[src/rtl/delay_meas_pkg.sv]
// ----------------------------------------------------------------------------
// delay_meas_pkg
//   Shared types and constants for the delay measurement block.
//   DELAY_W_DEF : default width of the measured delay
//   state_t     : measurement FSM states
//   max_cnt()   : largest delay representable in a given width
// ----------------------------------------------------------------------------
package delay_meas_pkg;

    localparam int unsigned DELAY_W_DEF = 4;

    typedef enum logic [1:0] {
        IDLE,
        ARM,
        COUNT
    } state_t;

    function automatic int unsigned max_cnt(input int unsigned w);
        return (32'd1 << w) - 32'd1;
    endfunction

endpackage

[src/rtl/delay_meas_edge_det.sv]
// ----------------------------------------------------------------------------
// edge_det
//   Edge detector of one signal: one history flop plus XOR.
//   clk_i   : clock
//   rst_i   : synchronous active-high reset
//   sig_i   : monitored signal
//   edge_o  : 1 when sig_i differs from its value in the previous cycle
//   level_o : current value of sig_i (polarity of a detected edge)
// ----------------------------------------------------------------------------
module edge_det (
    input  logic clk_i,
    input  logic rst_i,
    input  logic sig_i,
    output logic edge_o,
    output logic level_o
);

    logic r_hist;

    // Reset loads the live input so the first cycle after reset never reports
    // a false edge.
    always_ff @(posedge clk_i) begin
        if (rst_i) begin
            r_hist <= sig_i;
        end else begin
            r_hist <= sig_i;
        end
    end

    assign edge_o  = sig_i ^ r_hist;
    assign level_o = sig_i;

endmodule

[src/rtl/delay_meas.sv]
// ----------------------------------------------------------------------------
// delay_meas
//   Measures the latency, in clock cycles, between the first edge on a
//   reference signal and the next same-polarity edge on its delayed copy.
//   clk_i      : clock
//   rst_i      : synchronous active-high reset
//   start_i    : one-cycle request to arm a measurement (ignored while busy)
//   data_i     : reference signal (delay line input)
//   data_dly_i : delayed signal (delay line output)
//   busy_o     : measurement in progress
//   delay_o    : last measured delay, held until the next valid_o
//   valid_o    : one-cycle pulse, delay_o updated
//   timeout_o  : one-cycle pulse, no matching edge within max_cnt cycles
// ----------------------------------------------------------------------------
module delay_meas
    import delay_meas_pkg::*;
#(
    parameter int unsigned DELAY_W = DELAY_W_DEF
) (
    input  logic               clk_i,
    input  logic               rst_i,
    input  logic               start_i,
    input  logic               data_i,
    input  logic               data_dly_i,
    output logic               busy_o,
    output logic [DELAY_W-1:0] delay_o,
    output logic               valid_o,
    output logic               timeout_o
);

    localparam logic [DELAY_W-1:0] MAX_CNT = DELAY_W'(max_cnt(DELAY_W));

    logic w_ref_edge;
    logic w_ref_level;
    logic w_dly_edge;
    logic w_dly_level;

    state_t             r_state;
    logic [DELAY_W-1:0] r_cnt;
    logic               r_pol;
    logic               r_busy;
    logic [DELAY_W-1:0] r_delay;
    logic               r_valid;
    logic               r_timeout;

    // Identical detectors on both paths so a d-cycle line measures exactly d.
    edge_det u_ref_edge (
        .clk_i   (clk_i),
        .rst_i   (rst_i),
        .sig_i   (data_i),
        .edge_o  (w_ref_edge),
        .level_o (w_ref_level)
    );

    edge_det u_dly_edge (
        .clk_i   (clk_i),
        .rst_i   (rst_i),
        .sig_i   (data_dly_i),
        .edge_o  (w_dly_edge),
        .level_o (w_dly_level)
    );

    always_ff @(posedge clk_i) begin
        if (rst_i) begin
            r_state   <= IDLE;
            r_cnt     <= '0;
            r_pol     <= 1'b0;
            r_busy    <= 1'b0;
            r_delay   <= '0;
            r_valid   <= 1'b0;
            r_timeout <= 1'b0;
        end else begin
            r_valid   <= 1'b0;
            r_timeout <= 1'b0;
            unique case (r_state)
                IDLE: begin
                    if (start_i) begin
                        r_state <= ARM;
                        r_busy  <= 1'b1;
                    end
                end
                ARM: begin
                    if (w_ref_edge) begin
                        r_pol <= w_ref_level;
                        if (w_dly_edge && (w_dly_level == w_ref_level)) begin
                            r_delay <= '0;
                            r_valid <= 1'b1;
                            r_busy  <= 1'b0;
                            r_state <= IDLE;
                        end else begin
                            r_cnt   <= DELAY_W'(1);
                            r_state <= COUNT;
                        end
                    end
                end
                COUNT: begin
                    // A match on the last count wins over the timeout.
                    if (w_dly_edge && (w_dly_level == r_pol)) begin
                        r_delay <= r_cnt;
                        r_valid <= 1'b1;
                        r_busy  <= 1'b0;
                        r_state <= IDLE;
                    end else if (r_cnt == MAX_CNT) begin
                        r_timeout <= 1'b1;
                        r_busy    <= 1'b0;
                        r_state   <= IDLE;
                    end else begin
                        r_cnt <= r_cnt + DELAY_W'(1);
                    end
                end
                default: begin
                    r_state <= IDLE;
                    r_busy  <= 1'b0;
                end
            endcase
        end
    end

    assign busy_o    = r_busy;
    assign delay_o   = r_delay;
    assign valid_o   = r_valid;
    assign timeout_o = r_timeout;

endmodule

[config.mk]
export PLATFORM = sky130hd
export DESIGN_NAME = delay_meas
export DESIGN_NICKNAME = d
export VERILOG_FILES = /design/src/rtl/delay_meas_pkg.sv /design/src/rtl/delay_meas_edge_det.sv /design/src/rtl/delay_meas.sv
export SDC_FILE = /design/constraint.sdc
export NUM_CORES = 1
export LEC_CHECK = 0
export BUFFER_PORTS_ARGS = -buffer_cell sky130_fd_sc_hd__buf_4
export CORE_UTILIZATION = 55
export CTS_CLUSTER_DIAMETER = 150
export CTS_CLUSTER_SIZE = 30
export DETAILED_ROUTE_END_ITERATION = 16
export PLACE_DENSITY = 0.73
export SLEW_MARGIN = 25
export SYNTH_ARGS = -nofsm -noshare
export SYNTH_HDL_FRONTEND = slang
export SYNTH_HIERARCHICAL = 1
export SYNTH_SLANG_ARGS = --single-unit
[constraint.sdc]
create_clock -name clk_i -period 4.6 [get_ports clk_i]
set_input_delay 0.23 -clock clk_i [delete_from_list [all_inputs] [get_ports clk_i]]
set_output_delay 0.23 -clock clk_i [all_outputs]
set_load 0.01 [all_outputs]
==> impl_metrics.yaml, run 1 <==
run_status:
  outcome: "finished clean"
sta:
  hold_slack_ns: 0.07863
  timing.fmax_mhz: 529.7
  final.setup.tns_ns: 0
  report.final.slew_viol_count: 0
  setup_viol: 0
  layout_worst_path_cycle_share_pct: 41.04
  clock-skew-final_ns: 0.003068
  max-slew-margin-rel_pct: 62.04
  finalHoldViolations: 0
  period_needed_ns: 1.888
  rsz0062_at_grt: "false"
  worst-slew-pin-transition_ns: 0.5674
routing:
  drt-wirelength-per-cell_um: 14.37
  initialDrtViolationCount: 14
  drt_drc_violations_left: 0
  met3RoutedLength_um: 86
  finalWirelength_mm: 1.696
  detailroute.wirelength.met2_um: 745
  route.detailed.vias_per_inst: 5.805
  postRouteAntennaNets: 0
  detailedRoute.firstPassIterationCount: 4
  detailroute.via_count: 685
  top_layer: "met4"
  wl_met1_um: 856
setup_path:
  rrSetupSlack_ns: 2.71
  cp_max_fo: 10
  critical_path_class: "register to register"
  r2r-start: "r_state[0]"
  worstPathArrival_ns: 2.09
  r2r_end: "r_cnt[0]"
  setup.worst_path.end_class: "register"
  timing.critical_path.required_ns: 4.81
  worst-r2r-cell-count: 6
  cp-start-kind: "register"
  worst_setup_path_startpoint: "r_state[0]"
global_routing:
  gr-usage-all-layers_pct: 21.63
  grt_antenna_before_repair: 0
  grt_overflow: 0
  grt_pass1_vias: 646
  grt_start_max_net_pins: 19
  grt_first_pass_wirelength_mm: 2.953
layout:
  layout-area-overhead-vs-synth_pct: 12.94
  fillerInstances: 121
  final_core_util_pct: 66.69
  final_cells: 118
  fin_nets: 113
  regArea_um2: 320.3
  antenna-diode-count: 0
  area_of_the_multi_input_gates_um2: 519.2
  post_route_cells_drive_above_1_share_pct: 23.53
synth:
  synth_top_cell_area_share_pct: 36.01
  synth.lib_cells_used.distinct: 42
  post_synth_mux_area_share_pct: 2.250
  yosys_warnings: 6
  ys_ff_latch: 16
  synth_edf_count: 0
  synth-main-ff-cell: "sky130_fd_sc_hd__dfxtp_1"
  synth_top_family_by_area: "compound AO/OA/AOI/OAI gates"
  synth_fa_ha_area_share_pct: 7.032
  yosys-top-cells-count: "16 x sky130_fd_sc_hd__dfxtp_1, 7 x sky130_fd_sc_hd__nand2b_1, 6 x sky130_fd_sc_hd__inv_1"
  synth_fp_nets: 101
  synth_compound_gate_area_share_pct: 24.61
  synth.avg_cell_area_um2: 9.776
  xor_xnor_portion_of_the_synthesized_cell_area_pct: 4.782
  postSynth.asyncResetShare_pct: 0
  synthesis.area_um2: 889.6
  synth_top_cell_by_area: "sky130_fd_sc_hd__dfxtp_1"
  synth_simple_gate_area_share_pct: 19.69
  seq_area_frac_synth_pct: 36.01
  post-synth-top-count-cell: "sky130_fd_sc_hd__dfxtp_1"
  yosys-top-cells-area: "sky130_fd_sc_hd__dfxtp_1 36%, sky130_fd_sc_hd__ha_1 7.0%, sky130_fd_sc_hd__nand2b_1 4.9%"
  syn_inst: 91
min_path:
  hold_path_depth: 1
  holdCritPathClass: "input port to register"
  launch_instance_of_the_worst_min_delay_path: "data_i"
  hold_path_end: "u_ref_edge/r_hist"
clock_tree:
  count_of_hold_buffers_inserted_by_post_cts_repair: 0
  cts_tree: "done"
  cts_max_path_buffers: 2
  numClockSinks: 16
  clkSlewWorstSetupHoldPaths_ns: 0.10
  numCtsBuffers: 3
  cts_setup_buffers: 0
  clk_latency_worst_skew_pair_ns: 0.28
  clock-root-buffer: "sky130_fd_sc_hd__clkbuf_4"
  htreeDepth: 1
  cts_repair_resize_count: 0
floorplan:
  initial_utilization_pct: 59.05
  core_area_um2: 1506
  die_width_um: 42.22
  fp.dieArea_um2: 1782
  die_height_um: 42.22
  boundaryPins: 12
  fp-row-count: 14
power_and_ir_drop:
  cellLeakagePower_nw: 0.4092
  vdd.ir_drop.worst_uv: 277.5
  power_density_nw_per_um2: 390.8
  post-layout-total-power_mw: 0.3926
placement:
  numPlacedInstances: 114
  place_congestion: 0.7765
  port-buffer-count: 11
  dp_hpwl_mm: 1.230
flow_run:
  max_cap_viol_count: 0
[logic make-up after synthesis]
logic type                 Yosys count
AOI/OAI and AO/OA                   25
xor gates and xnor gates             4
adders and majority gates            5
buffers and inverters               11
DFF                                 16
muxes                                2
and+or+nand+nor                     28
[cells in the final DEF (no fill, tap or decap), types with 2 or more instances in the layout]
cell type                  Yosys  final
sky130_fd_sc_hd__nand2_1       5      5
sky130_fd_sc_hd__ha_1          5      5
sky130_fd_sc_hd__a22o_1        4      4
sky130_fd_sc_hd__buf_4         2     11
sky130_fd_sc_hd__clkbuf_4      0      3
sky130_fd_sc_hd__a211oi_1      3      3
sky130_fd_sc_hd__nand3_1       3      3
sky130_fd_sc_hd__dfxtp_1      16     16
sky130_fd_sc_hd__mux2i_1       2      2
sky130_fd_sc_hd__nor2b_1       4      4
sky130_fd_sc_hd__xor2_1        3      3
sky130_fd_sc_hd__nand2b_1      7      7
sky130_fd_sc_hd__inv_1         6      6
sky130_fd_sc_hd__a21oi_1       2      2
[registers in the layout (all words and copies together) (netlist names)]
signal and flops:
u_dly_edge/r_hist 1, timeout_o 1, r_pol 1, busy_o 1, r_state 2, valid_o 1, r_cnt 4, u_ref_edge/r_hist 1
delay_o 4
[layout make-up]
type	instances	area share, %
inverter	7	2.615
timing repair buffer	11	8.219
clock buffer	4	3.611
multi-input combinational	64	51.68
tap	16	1.993
sequential	16	31.88
[power breakdown]
part | internal, mW | switching (mW) | leakage [nW]
clock network | 0.0481 | 0.0475 | 0.0210
logic | 0.0587 | 0.0753 | 0.258
registers | 0.152 | 0.0106 | 0.130
total | 0.259 | 0.133 | 0.409
[metrics by stage]
| step | cell area [um2] | setup slack, ns |
|---|---|---|
| floorplan | 889.6 | 2.940 |
| global placement | 968.4 | 2.793 |
| detailed placement | 968.4 | 2.762 |
| CTS | 1005 | 2.752 |
| global route | 1005 | 2.549 |
| finish | 1005 | 2.712 |
[critical path, stage by stage (launching register included)]
cell and delay [ns]:
sky130_fd_sc_hd__dfxtp_1 0.34, sky130_fd_sc_hd__inv_1 0.11, sky130_fd_sc_hd__ha_1 0.39, sky130_fd_sc_hd__inv_1 0.21
sky130_fd_sc_hd__nor2_1 0.35, sky130_fd_sc_hd__o22ai_1 0.16, sky130_fd_sc_hd__a211oi_1 0.25
[how the worst max path moves through the flow]
stage / to / slack, ns / cells after the start
2_1_floorplan: r_cnt[3] / 2.94 / 5
3_3_place_gp: r_cnt[3] / 2.79 / 6
3_5_place_dp: r_cnt[3] / 2.76 / 6
4_1_cts: r_cnt[0] / 2.75 / 6
5_1_grt: r_cnt[0] / 2.55 / 6
6_report: r_cnt[0] / 2.71 / 6
[layer usage]
metal / vias up / global-route usage, %
li1: 348 / -
met1: 317 / 32.43
met2: 18 / 30.46
met3: 2 / 3.879
met4: 0 / 8.750
met5: - / 0
Power figures use the tool's default switching activity.
==> inputs of run 2 (changes only) <==
--- a/config.mk
+++ b/config.mk
@@ -6,11 +6,11 @@
 export NUM_CORES = 1
 export LEC_CHECK = 0
 export BUFFER_PORTS_ARGS = -buffer_cell sky130_fd_sc_hd__buf_4
-export CORE_UTILIZATION = 55
+export CORE_UTILIZATION = 54
 export CTS_CLUSTER_DIAMETER = 150
 export CTS_CLUSTER_SIZE = 30
 export DETAILED_ROUTE_END_ITERATION = 16
-export PLACE_DENSITY = 0.73
+export PLACE_DENSITY = 0.72
 export SLEW_MARGIN = 25
 export SYNTH_ARGS = -nofsm -noshare
 export SYNTH_HDL_FRONTEND = slang
==> constraint.sdc (replaced) <==
create_clock -name clk_i -period 1.82 [get_ports clk_i]
set_input_delay 0.091 -clock clk_i [delete_from_list [all_inputs] [get_ports clk_i]]
set_output_delay 0.091 -clock clk_i [all_outputs]
set_load 0.01 [all_outputs]
==> run 2 against run 1 <==
Non-clock buffer count grew 5; hold slack gained 0.0035 ns; clock power grew to 2.5 times the previous value; routed wire length grew 0.24%; design area grew 5.6%; sequential cell count is the same; largest cell class unchanged.
==> impl_metrics.yaml, run 2 (same netlist as run 1, synthesis figures left out) <==
clock_tree:
  numCtsBuffers: 3
  htreeDepth: 1
  numClockSinks: 16
  clkSlewWorstSetupHoldPaths_ns: 0.10
  clock-root-buffer: "sky130_fd_sc_hd__clkbuf_4"
  cts_setup_buffers: 0
  cts_tree: "done"
  cts_max_path_buffers: 2
  clk_latency_worst_skew_pair_ns: 0.29
placement:
  post_dp_cell_area_um2: 991.0
  place_worst_setup_slack_ns: 0.1289
  dp_hpwl_mm: 1.245
  numPlacedInstances: 117
  port-buffer-count: 11
  place_congestion: 0.8072
global_routing:
  gr-usage-all-layers_pct: 20.79
  grt_antenna_before_repair: 0
  grt_overflow: 0
  grt_pass1_vias: 621
  grt_start_max_net_pins: 19
  grt_first_pass_wirelength_mm: 2.815
power_and_ir_drop:
  power_density_nw_per_um2: 951.4
  post-layout-total-power_mw: 1.009
  cellLeakagePower_nw: 0.4323
  vdd.ir_drop.worst_uv: 632.6
routing:
  drt_drc_violations_left: 0
  route.detailed.vias_per_inst: 5.764
  detailedRoute.firstPassIterationCount: 4
  postRouteAntennaNets: 0
  finalWirelength_mm: 1.700
  drt-wirelength-per-cell_um: 13.82
  detailroute.via_count: 709
  initialDrtViolationCount: 19
sta:
  worst-slew-pin-transition_ns: 0.3264
  period_needed_ns: 1.698
  finalHoldViolations: 0
  layout_worst_path_cycle_share_pct: 93.29
  max-slew-margin-rel_pct: 78.08
  report.final.slew_viol_count: 0
  layout_setup_ws_ns: 0.1221
  final.setup.tns_ns: 0
  timing.fmax_mhz: 589.0
  clock-skew-final_ns: 0.01133
  setup_viol: 0
  hold_slack_ns: 0.08217
  rsz0062_at_grt: "false"
setup_path:
  worstPathArrival_ns: 1.88
  timing.critical_path.required_ns: 2.00
  timing.critical_path.max_delay_family: "compound AO/OA/AOI/OAI gates"
  cp_peak_stage_delay_ns: 0.53
  worstPathBufferInverterCount: 3
  critical_path.slowest_cell: "sky130_fd_sc_hd__dlygate4sd3_1"
  timing.critical_path.cells: "dlygate4sd3_1 -> buf_4 -> xor2_1 -> inv_1 -> o31a_1 -> o21ba_2 -> a22o_1"
  cp_max_fo: 4
  critical_path_class: "input port to register"
  cp-start-kind: "input port"
  setup.worst_path.end_class: "register"
layout:
  fin_nets: 118
  layout.cells.most_common: "sky130_fd_sc_hd__dfxtp_1"
  antenna-diode-count: 0
  area_of_the_multi_input_gates_um2: 531.8
  final_cells: 123
  fillerInstances: 110
  final_cell_area_um2: 1061
  layout-area-overhead-vs-synth_pct: 19.27
  post_route_cells_drive_above_1_share_pct: 28.97
  highest_count_cells_in_the_layout_ignoring_fill_and_taps: "15 x sky130_fd_sc_hd__dfxtp_1, 14 x sky130_fd_sc_hd__buf_4, 7 x sky130_fd_sc_hd__nand2b_1, 6 x sky130_fd_sc_hd__inv_1, 5 x sky130_fd_sc_hd__nand2_1"
  final_core_util_pct: 69.62
  regArea_um2: 321.6
flow_run:
  max_cap_viol_count: 0
floorplan:
  fp.dieArea_um2: 1814
  initial_utilization_pct: 58.37
  core_area_um2: 1524
  die_height_um: 42.59
  fp-row-count: 14
  boundaryPins: 12
  die_width_um: 42.59
min_path:
  holdCritPathClass: "input port to register"
run_status:
  outcome: "finished clean"
## run 2: layout make-up
class	instances	area share [%]
inverters	7	2.476
well taps	16	1.887
clock buffers	4	3.420
flip-flops and latches	16	30.31
repair buffers	16	11.79
multi-input cells	64	50.12
## run 2: worst paths after layout
kind,startpoint,to,slack (ns),depth (start not counted)
worst max-delay path,data_i,delay_o[0],0.12,7
worst min-delay path,rst_i,r_pol,0.08,2
worst max register to register,r_state[0],delay_o[0],0.16,6
worst min register to register,busy_o,busy_o,0.49,2
## run 2: timing repair
item | CTS | global route
endpoints found under the hold margin | 2 | 0
endpoints found under the setup margin | 0 | 2
hold buffers | 2 | 0
resized for setup | 0 | 4
## run 2: worst reg2reg max path, cell delays in order, from the launching register on
cell and delay (ns):
sky130_fd_sc_hd__dfxtp_1 0.35, sky130_fd_sc_hd__inv_1 0.11, sky130_fd_sc_hd__ha_1 0.30, sky130_fd_sc_hd__inv_1 0.10, sky130_fd_sc_hd__buf_4 0.17, sky130_fd_sc_hd__nor4_4 0.37, sky130_fd_sc_hd__a22o_1 0.20
## run 2: layer usage
layer  up-vias  share of wire [%]  global-route usage, %
li1        360                  -                      -
met1       321                 50                  28.34
met2        22                 42                  30.77
met3         6                4.6                  3.879
met4         0                2.6                  11.25
met5         -                  0                      0
## run 2: power by group
part / switching (mW) / internal, mW
registers: 0.0283 / 0.386
logic: 0.193 / 0.163
clock network: 0.118 / 0.122
